File: config.mk
export PLATFORM = sky130hd
export DESIGN_NAME = regfile_dump_ctrl
export DESIGN_NICKNAME = d
export VERILOG_FILES = /design/src/rtl/regfile_dump_ctrl_pkg.sv /design/src/rtl/regfile_dump_ctrl_word_byte_serializer.sv /design/src/rtl/regfile_dump_ctrl.sv
export SDC_FILE = /design/constraint.sdc
export NUM_CORES = 1
export LEC_CHECK = 0
export ABC_AREA = 0
export BUFFER_PORTS_ARGS = -buffer_cell sky130_fd_sc_hd__buf_2
export CAP_MARGIN = 0
export CORE_MARGIN = 10
export CORE_UTILIZATION = 51
export CTS_CLUSTER_SIZE = 14
export DETAILED_ROUTE_END_ITERATION = 10
export PLACE_DENSITY = 0.86
export SETUP_SLACK_MARGIN = 0.2
export SKIP_CTS_REPAIR_TIMING = 1
export SYNTH_ARGS = -nofsm -noshare
export SYNTH_HDL_FRONTEND = slang
export SYNTH_SLANG_ARGS = --single-unit
File: constraint.sdc
create_clock -name ClockIn -period 5.03 [get_ports ClockIn]
set_clock_uncertainty 0.1 [all_clocks]
set_input_delay 0.503 -clock ClockIn [delete_from_list [all_inputs] [get_ports ClockIn]]
set_output_delay 0.503 -clock ClockIn [all_outputs]
set_load 0.02 [all_outputs]
File: src/rtl/regfile_dump_ctrl_pkg.sv
// Shared debug definitions: dump FSM encoding, default geometry, bytes-per-word helper.
// Pure declarations; no logic or timing of its own.
package mips_debug_defs;

  typedef enum logic [2:0] {
    ST_IDLE    = 3'd0,
    ST_DRAIN   = 3'd1,
    ST_READ    = 3'd2,
    ST_CAPTURE = 3'd3,
    ST_SEND    = 3'd4,
    ST_FINISH  = 3'd5
  } dump_state_t;

  localparam int DEF_NUM_REGS = 32;
  localparam int DEF_ADDR_W   = 5;
  localparam int DEF_DATA_W   = 32;

  localparam int DBG_BYTES_PER_WORD = DEF_DATA_W / 8;

  function automatic int dbg_bytes_per_word(input int data_w);
    return data_w / 8;
  endfunction

endpackage

File: src/rtl/regfile_dump_ctrl_word_byte_serializer.sv
// Loads a word and emits it LSB byte first; TxValid rises the cycle after load.
// Holds valid and data steady until accepted; ready may stall forever.
module word_byte_serializer
  import mips_debug_defs::*;
#(
  parameter int DATA_W = DEF_DATA_W
) (
  input  logic              clk,
  input  logic              rst_n,
  input  logic              load,
  input  logic [DATA_W-1:0] word,
  output logic [7:0]        tx_data,
  output logic              tx_valid,
  input  logic              tx_ready,
  output logic              last_accept
);

  localparam int BYTES = dbg_bytes_per_word(DATA_W);
  localparam int IDX_W = (BYTES > 1) ? $clog2(BYTES) : 1;
  localparam logic [IDX_W-1:0] LAST_IDX = IDX_W'(BYTES - 1);

  logic [BYTES-1:0][7:0] word_q;
  logic [IDX_W-1:0]      idx;

  assign tx_data     = word_q[idx];
  assign last_accept = tx_valid && tx_ready && (idx == LAST_IDX);

  always_ff @(posedge clk or negedge rst_n) begin
    if (!rst_n) begin
      word_q   <= '0;
      idx      <= '0;
      tx_valid <= 1'b0;
    end else if (load) begin
      word_q   <= word;
      idx      <= '0;
      tx_valid <= 1'b1;
    end else if (tx_valid && tx_ready) begin
      if (idx == LAST_IDX) begin
        tx_valid <= 1'b0;
        idx      <= '0;
      end else begin
        idx <= idx + IDX_W'(1);
      end
    end
  end

endmodule

File: src/rtl/regfile_dump_ctrl.sv
// Stalls the pipeline, reads R0..R(NUM_REGS-1) over read port 1 and streams them as bytes.
// First byte 3 cycles after PipeIdle is seen; UART backpressure stalls the dump indefinitely.
module regfile_dump_ctrl
  import mips_debug_defs::*;
#(
  parameter int NUM_REGS = DEF_NUM_REGS,
  parameter int DATA_W   = DEF_DATA_W,
  parameter int ADDR_W   = DEF_ADDR_W
) (
  input  logic              ClockIn,
  input  logic              Reset,
  input  logic              DumpReq,
  input  logic              PipeIdle,
  output logic              StallReq,
  output logic              DbgReadEn,
  output logic [ADDR_W-1:0] DbgReadAddr,
  input  logic [DATA_W-1:0] DbgReadData,
  output logic [7:0]        TxData,
  output logic              TxValid,
  input  logic              TxReady,
  output logic              Busy,
  output logic              Done
);

  localparam logic [ADDR_W-1:0] LAST_ADDR = ADDR_W'(NUM_REGS - 1);

  dump_state_t state;
  logic        last_accept;
  logic        load_word;

  assign load_word = (state == ST_CAPTURE);

  word_byte_serializer #(
    .DATA_W(DATA_W)
  ) u_serializer (
    .clk        (ClockIn),
    .rst_n      (Reset),
    .load       (load_word),
    .word       (DbgReadData),
    .tx_data    (TxData),
    .tx_valid   (TxValid),
    .tx_ready   (TxReady),
    .last_accept(last_accept)
  );

  // DbgReadAddr doubles as the register counter; it never advances past LAST_ADDR.
  always_ff @(posedge ClockIn or negedge Reset) begin
    if (!Reset) begin
      state       <= ST_IDLE;
      StallReq    <= 1'b0;
      DbgReadEn   <= 1'b0;
      DbgReadAddr <= '0;
      Busy        <= 1'b0;
      Done        <= 1'b0;
    end else begin
      Done <= 1'b0;
      case (state)
        ST_IDLE: begin
          if (DumpReq) begin
            state    <= ST_DRAIN;
            StallReq <= 1'b1;
            Busy     <= 1'b1;
          end
        end
        ST_DRAIN: begin
          if (PipeIdle) begin
            state     <= ST_READ;
            DbgReadEn <= 1'b1;
          end
        end
        ST_READ:    state <= ST_CAPTURE;
        ST_CAPTURE: state <= ST_SEND;
        ST_SEND: begin
          if (last_accept) begin
            if (DbgReadAddr == LAST_ADDR) begin
              state       <= ST_FINISH;
              Done        <= 1'b1;
              StallReq    <= 1'b0;
              DbgReadEn   <= 1'b0;
              Busy        <= 1'b0;
              DbgReadAddr <= '0;
            end else begin
              state       <= ST_READ;
              DbgReadAddr <= DbgReadAddr + ADDR_W'(1);
            end
          end
        end
        ST_FINISH: state <= ST_IDLE;
        default: begin
          state     <= ST_IDLE;
          StallReq  <= 1'b0;
          DbgReadEn <= 1'b0;
          Busy      <= 1'b0;
        end
      endcase
    end
  end

endmodule

==> parameters.txt, run 1 <==
Parameter                              Value

Die
  Starting utilization of the core area ... 52.1%
  Die height ... 86.4 um
  Total die area ... 7470 um2
  Number of rows in the core area ... 24
  Width of the chip ... 86.4 um
  Area of the placeable core ... 4320 um2
  Num ports ... 55

Routing
  Drt wl/cell ... 18.1 um
  Count of TritonRoute iterations in the first routing pass ... 5
  Remaining routing DRC violations ... 0
  Violation count after the first detailed-route iteration ... 53
  Total wire length after detailed routing ... 4.59 mm
  Total number of vias ... 1422
  Number of vias per cell after detailed routing ... 5.60
  Detail Route Antenna Nets ... 0

Pwr
  Static leakage power ... 1.30 nW
  Power dissipated by switching net loads ... 0.584 mW
  Maximum VDD drop ... 0.327 mV
  Switching part of the total ... 35.1%
  Internal power ... 1.08 mW
  Gate power share ... 44.4%
  Share of total power in sequential cells ... 41.6%
  Total power density per cell area ... 638 nW/um2
  Share of total power in the clock network ... 14.0%

Logic synthesis
  Synthesized instance count ... 149
  Synthesized area per cell ... 15.1 um2
  Post-Syn Nets ... 189
  Cell type contributing the most total cell area after synthesis ... sky130_fd_sc_hd__dfrtp_1
  Number of distinct library cells after synthesis ... 35
  Netlist area before placement ... 2250 um2
  Most repeated cell in the gate-level netlist after synthesis ... sky130_fd_sc_hd__dfrtp_1
  Asr flop ratio synth ... 100%
  Synthesized flop and latch total ... 46
  Fraction of synthesized cell area taken by the top area cell type ... 51.1%
  Sequential-to-total area share from yosys stat ... 51.1%
  Largest cells by area after synthesis ... sky130_fd_sc_hd__dfrtp_1 51%, sky130_fd_sc_hd__mux2_4 19%, sky130_fd_sc_hd__mux4_2 8.0%
  Number of synthesis warnings ... 0
  Most common library cells after synthesis ... 46 x sky130_fd_sc_hd__dfrtp_1, 28 x sky130_fd_sc_hd__mux2_4, 8 x sky130_fd_sc_hd__mux4_2, 6 x sky130_fd_sc_hd__mux2_2, 6 x sky130_fd_sc_hd__nand2_1
  Number of enable-type register cells in the synthesized netlist ... 0
  Top FF cell, synth ... sky130_fd_sc_hd__dfrtp_1

STA
  Max-Slew Margin vs Limit ... 33.6%
  Worst Tran Pin Value ... 0.995 ns
  Maximum clock frequency ... 418 MHz
  Final setup vio count ... 0
  Final Max Tran Viols ... 0
  Final critical-path required period ... 2.39 ns
  Unrepaired setup endpoints after global routing ... false
  Aggregate negative setup slack ... 0 ns
  Part of the cycle the worst path needs ... 47.6%
  Number of hold violations in the final report ... 0

Final layout
  Flip-flop and latch area ... 1150 um2
  N_diodes ... 0
  Share of layout cells above drive strength 1 ... 53.5%
  Number of filler cells placed in the layout ... 336
  Final standard cell count with taps included and fillers excluded ... 254
  Area taken by multi-input logic gates ... 1020 um2
  Net count of the finished layout ... 241
  Area grow syn2layout ... 15.9%

Critical path
  Critical-path cell list ... mux4_2 > buf_2
  Worst stage delay on the critical path ... 0.73 ns
  CP Data Arrival Time ... 1.79 ns
  Worst setup path category ... reg -> out
  Req. time, crit path ... 4.43 ns
  Crit start category ... register
  Slowest CP cell ... sky130_fd_sc_hd__dfrtp_1
  Worst Path Max Fanout ... 11
  Kind of end point of the critical path ... primary output

Clocking
  Number of buffers between clock root and the deepest sink ... 2
  H-tree Lvls ... 2
  CTS Buf Count ... 5
  Clock-pin slew reported for the worst setup and hold paths after clock tree synthesis ... 0.09 ns
  Clock tree from TritonCTS ... yes
  Cell at the root of the clock tree ... sky130_fd_sc_hd__clkbuf_8
  Clock latency at the later pin of the worst-skew pair ... 0.30 ns
  Total clock sinks ... 46

GRT
  Initial antenna violation count ... 0
  Sum of overflow across all layers after global routing ... 0
  Number of global-route vias before repair ... 1529
  Global-route wire length before repair ... 7.60 mm
  Largest net degree at the start of global routing ... 47
  GR Util All Layers ... 12.6%

Placed design
  Port Buffer Count ... 54
  # placed instances ... 246
  Detailed placement HPWL ... 3.28 mm
  GP Congestion ... 0.858

Hold path
  Type of the worst min-delay path ... in -> async

Outcome
  Status ... finished, final reports clean

Job
  Max-capacitance violation count ... 0
==> final cells by class <==
| cell class | count | share of cell area, % |
|---|---|---|
| tap | 52 | 2.49 |
| timing repair buffer | 54 | 10.4 |
| clock buffer | 7 | 3.31 |
| clock inverter | 1 | 0.192 |
| inverter | 3 | 0.432 |
| multi-input combinational | 91 | 39.1 |
| sequential | 46 | 44.1 |
==> routing by layer <==
metal	GRT usage (%)	up-vias	part of all wire [%]	wire length, um
li1	-	658	-	-
met1	17.0	703	48	2200
met2	18.3	57	44	2000
met3	4.60	4	7.6	347
met4	3.98	0	0.89	41
met5	0	-	0	0
==> power by group through the flow <==
stage	clock network (mW)	registers, mW	logic (mW)
after global routing	0.253	0.727	0.800
after detailed placement	0	0.700	0.746
after floorplan	0	0.626	0.653
after global placement	0	0.687	0.732
after CTS	0.238	0.694	0.751
final	0.233	0.693	0.739
==> final timing paths <==
check,startpoint,to,slack [ns],cells past startpoint
min in group ClockIn,DbgReadData[4],u_serializer.word_q[4],0.33,2
min reg2reg,u_serializer.word_q[28],u_serializer.word_q[28],0.40,1
max reg2reg,u_serializer.idx[0],DbgReadAddr[4],2.87,4
max in group asynchronous,Reset,u_serializer.word_q[5],3.94,1
max,u_serializer.idx[0],TxData[2],2.64,2
min,Reset,u_serializer.word_q[6],0.26,1
==> cell usage in the layout (no fill, tap or decap), types with 2 or more instances in the layout <==
cell type,netlist,routed
sky130_fd_sc_hd__nand3_1,4,4
sky130_fd_sc_hd__dfrtp_1,46,46
sky130_fd_sc_hd__mux2i_1,3,3
sky130_fd_sc_hd__a31o_2,2,2
sky130_fd_sc_hd__nand2b_1,2,2
sky130_fd_sc_hd__mux2_4,28,28
sky130_fd_sc_hd__nand2_1,6,6
sky130_fd_sc_hd__o21ai_0,4,4
sky130_fd_sc_hd__mux2_2,6,6
sky130_fd_sc_hd__mux4_2,8,8
sky130_fd_sc_hd__clkbuf_8,0,6
sky130_fd_sc_hd__buf_2,1,54
sky130_fd_sc_hd__o41ai_1,2,2
sky130_fd_sc_hd__nor2_1,4,4
sky130_fd_sc_hd__inv_1,3,3
sky130_fd_sc_hd__a21oi_1,3,3
sky130_fd_sc_hd__ha_1,3,3
==> per-stage QoR <==
step           total power [mW]  utilization (%)  setup slack [ns]  cell area (um2)  hold WS (ns)
3_5_place_dp               1.45             58.2              2.82             2520         0.390
3_3_place_gp               1.42             58.2              2.87             2520         0.386
5_1_grt                    1.78             60.3              2.53             2610         0.318
2_1_floorplan              1.28                -              3.24             2250         0.107
4_1_cts                    1.68             60.3              2.59             2610         0.288
6_report                   1.67             60.3              2.64             2610         0.260
==> state kept, by name, summed over array words and instances, names as in the netlist <==
name,count
Busy,1
DbgReadAddr,5
DbgReadEn,1
Done,1
state,3
u_serializer.idx,2
u_serializer.tx_valid,1
u_serializer.word_q,32
==> worst max-delay path: cells and delay by family (launching register included) <==
kind	cells	cell delay, ns
DFF	1	0.73
muxes	1	0.58
buffers and inverters	1	0.17
==> kinds of logic (layout without fill, tap and decap cells) <==
group           Yosys count  after routing  synth area share (%)
buf+inv                  12             65                  3.56
flops                    46             46                  51.1
simple gates             25             25                  7.00
mux                      45             45                  31.0
fa+ha+maj                 3              3                  1.67
compound gates           18             18                  5.62
Note: power is estimated with default switching activity, not from simulation.
==> run 2, diff against run 1 <==
Clock period 5.03 ns to 2.5 ns, I/O delays scaled along.
==> parameters.txt, run 2 (same netlist as run 1, synthesis figures left out) <==
Parameter                              Value

STA
  Number of hold violations in the final report ... 0 (unchanged)
  Maximum clock frequency ... 517 MHz
  Part of the cycle the worst path needs ... 77.4%
  Final Max Tran Viols ... 0 (unchanged)
  Worst hold slack ... 0.0806 ns (-0.179 ns)
  Final setup vio count ... 0 (unchanged)
  Max-Slew Margin vs Limit ... 60.7% (+27 points)
  Unrepaired setup endpoints after global routing ... false
  Final critical-path required period ... 1.93 ns
  Worst Tran Pin Value ... 0.589 ns (-0.407 ns)
  Aggregate negative setup slack ... 0 ns (unchanged)

Critical path
  Sum of buffers and inverters on the critical path ... 2 (+1)
  Req. time, crit path ... 2.15 ns (-2.28 ns)
  Kind of end point of the critical path ... primary output
  Worst Reg2Reg Path Length in Cells ... 6 (+2)
  Worst stage delay on the critical path ... 0.54 ns (-0.19 ns)
  R2R Setup Slk ... 0.59 ns (-2.28 ns)
  Slowest CP cell ... sky130_fd_sc_hd__mux4_2
  Worst Path Max Fanout ... 10 (-1)
  Crit start category ... register
  Worst flop-to-flop path endpoint ... DbgReadEn
  Family of cells with the greatest summed delay on the critical path ... multiplexers
  Critical-path cell list ... buf_4 > mux4_2 > buf_2
  Worst setup path category ... reg -> out
  Critical register-to-register path startpoint ... DbgReadAddr[0]
  CP Data Arrival Time ... 1.58 ns (-0.21 ns)

Routing
  Detail Route Antenna Nets ... 0 (unchanged)
  Violation count after the first detailed-route iteration ... 66 (+25%)
  Number of vias per cell after detailed routing ... 5.37 (-4.0%)
  Total wire length after detailed routing ... 4.64 mm (+1.1%)
  Total number of vias ... 1392 (-2.1%)
  Count of TritonRoute iterations in the first routing pass ... 4 (-1)
  Remaining routing DRC violations ... 0 (unchanged)
  Drt wl/cell ... 17.9 um (-0.86%)

Pwr
  Static leakage power ... 1.34 nW (+2.6%)
  Total power density per cell area ... 1290 nW/um2 (+100%)
  Total power consumption of the routed design ... 3.45 mW (+110%)
  Maximum VDD drop ... 0.572 mV (+75%)

Final layout
  Largest registers ... u_serializer.word_q: 32 flops, DbgReadAddr: 5 flops, state: 3 flops
  Max FFs per register ... 32 (unchanged)
  N_diodes ... 0 (unchanged)
  Most common library cell in the layout ignoring fill and taps ... sky130_fd_sc_hd__buf_2
  Area grow syn2layout ... 18.5%
  Share of layout cells above drive strength 1 ... 54.6% (+1.1 points)
  Net count of the finished layout ... 246 (+2.1%)
  Commonest cells after routing, fill and taps aside ... 54 x sky130_fd_sc_hd__buf_2, 46 x sky130_fd_sc_hd__dfrtp_1, 28 x sky130_fd_sc_hd__mux2_4
  Utilization of the core after routing ... 61.7% (+1.3 points)
  Register bank with the most flops ... u_serializer.word_q

Placed design
  GP Congestion ... 0.846 (-1.4%)
  Port Buffer Count ... 54 (unchanged)
  Detailed placement HPWL ... 3.40 mm (+3.6%)

Die
  Starting utilization of the core area ... 52.1% (unchanged)
  Number of rows in the core area ... 24 (unchanged)
  Num ports ... 55 (unchanged)
  Die height ... 86.4 um (unchanged)
  Width of the chip ... 86.4 um (unchanged)
  Area of the placeable core ... 4320 um2 (unchanged)
  Total die area ... 7470 um2 (unchanged)

Clocking
  H-tree Lvls ... 2 (unchanged)
  CTS Buf Count ... 5 (unchanged)
  Clock latency at the later pin of the worst-skew pair ... 0.29 ns (about the same)
  Clock-pin slew reported for the worst setup and hold paths after clock tree synthesis ... 0.09 ns (about the same)
  Cell at the root of the clock tree ... sky130_fd_sc_hd__clkbuf_8
  Number of buffers between clock root and the deepest sink ... 2 (unchanged)
  Total clock sinks ... 46 (unchanged)
  Clock tree from TritonCTS ... yes

Hold path
  Instance count along the most critical hold path ... 2
  Type of the worst min-delay path ... in -> reg
  Hold Path Origin ... DbgReadData[8]
  Worst Hold Path EP ... u_serializer.word_q[8]

GRT
  Largest net degree at the start of global routing ... 35 (-26%)
  Number of global-route vias before repair ... 1508 (-1.4%)
  Initial antenna violation count ... 0 (unchanged)
  Met2 Resource Use GR ... 17.7% (-0.54 points)
  GRT met3 Usage ... 5.91% (+1.3 points)
  GR Util All Layers ... 12.9% (+0.31 points)
  Sum of overflow across all layers after global routing ... 0 (unchanged)
  Met1 GRT Util ... 17.7% (+0.74 points)
  GR peak layer ... met1
  Global-route wire length before repair ... 7.76 mm (+2.0%)

Job
  Max-capacitance violation count ... 0 (unchanged)

Outcome
  Status ... finished, final reports clean
[run 2: per-stage QoR]
stage / cell area [um2] / setup WS, ns / std cells
2_1_floorplan: 2250 / 0.706 / 149
3_3_place_gp: 2550 / 0.697 / 250
3_5_place_dp: 2550 / 0.615 / 250
4_1_cts: 2660 / 0.540 / 258
5_1_grt: 2670 / 0.352 / 259
6_report: 2670 / 0.566 / 259
[run 2: worst reg2reg max path, stage by stage, from the launching register on]
cell	delay, ns
sky130_fd_sc_hd__dfrtp_1	0.43
sky130_fd_sc_hd__ha_1	0.21
sky130_fd_sc_hd__and3_1	0.17
sky130_fd_sc_hd__ha_1	0.28
sky130_fd_sc_hd__inv_1	0.12
sky130_fd_sc_hd__o311ai_0	0.32
sky130_fd_sc_hd__o21ai_0	0.15
[run 2: power by group]
| part | internal, mW | switching, mW |
|---|---|---|
| registers | 1.08 | 0.247 |
| logic | 0.899 | 0.686 |
| clock network | 0.294 | 0.246 |
[run 2: worst max-delay path by stage]
stage / start / endpoint / slack, ns / depth (start not counted)
after floorplan: DbgReadAddr[0] / DbgReadEn / 0.71 / 6
after global placement: DbgReadAddr[0] / DbgReadEn / 0.70 / 6
after detailed placement: DbgReadAddr[0] / DbgReadEn / 0.61 / 6
after CTS: u_serializer.idx[0] / TxData[2] / 0.54 / 3
after global routing: DbgReadAddr[0] / DbgReadEn / 0.35 / 6
final: u_serializer.idx[0] / TxData[2] / 0.57 / 3
[run 2: metal layers]
| metal | routed length, um | vias up |
|---|---|---|
| met5 | 0 | - |
| li1 | - | 660 |
| met3 | 422 | 5 |
| met4 | 49 | 0 |
| met1 | 2180 | 672 |
| met2 | 1990 | 55 |
[run 2: final cells by class]
type / instances / area [um2]
fillers: 334 / 1660
flip-flops and latches: 46 / 1150
multi-input cells: 91 / 1020
repair buffers: 59 / 310
clock buffers: 5 / 68.8
well taps: 52 / 65.1
clock inverters: 3 / 40.0
inverters: 3 / 11.3
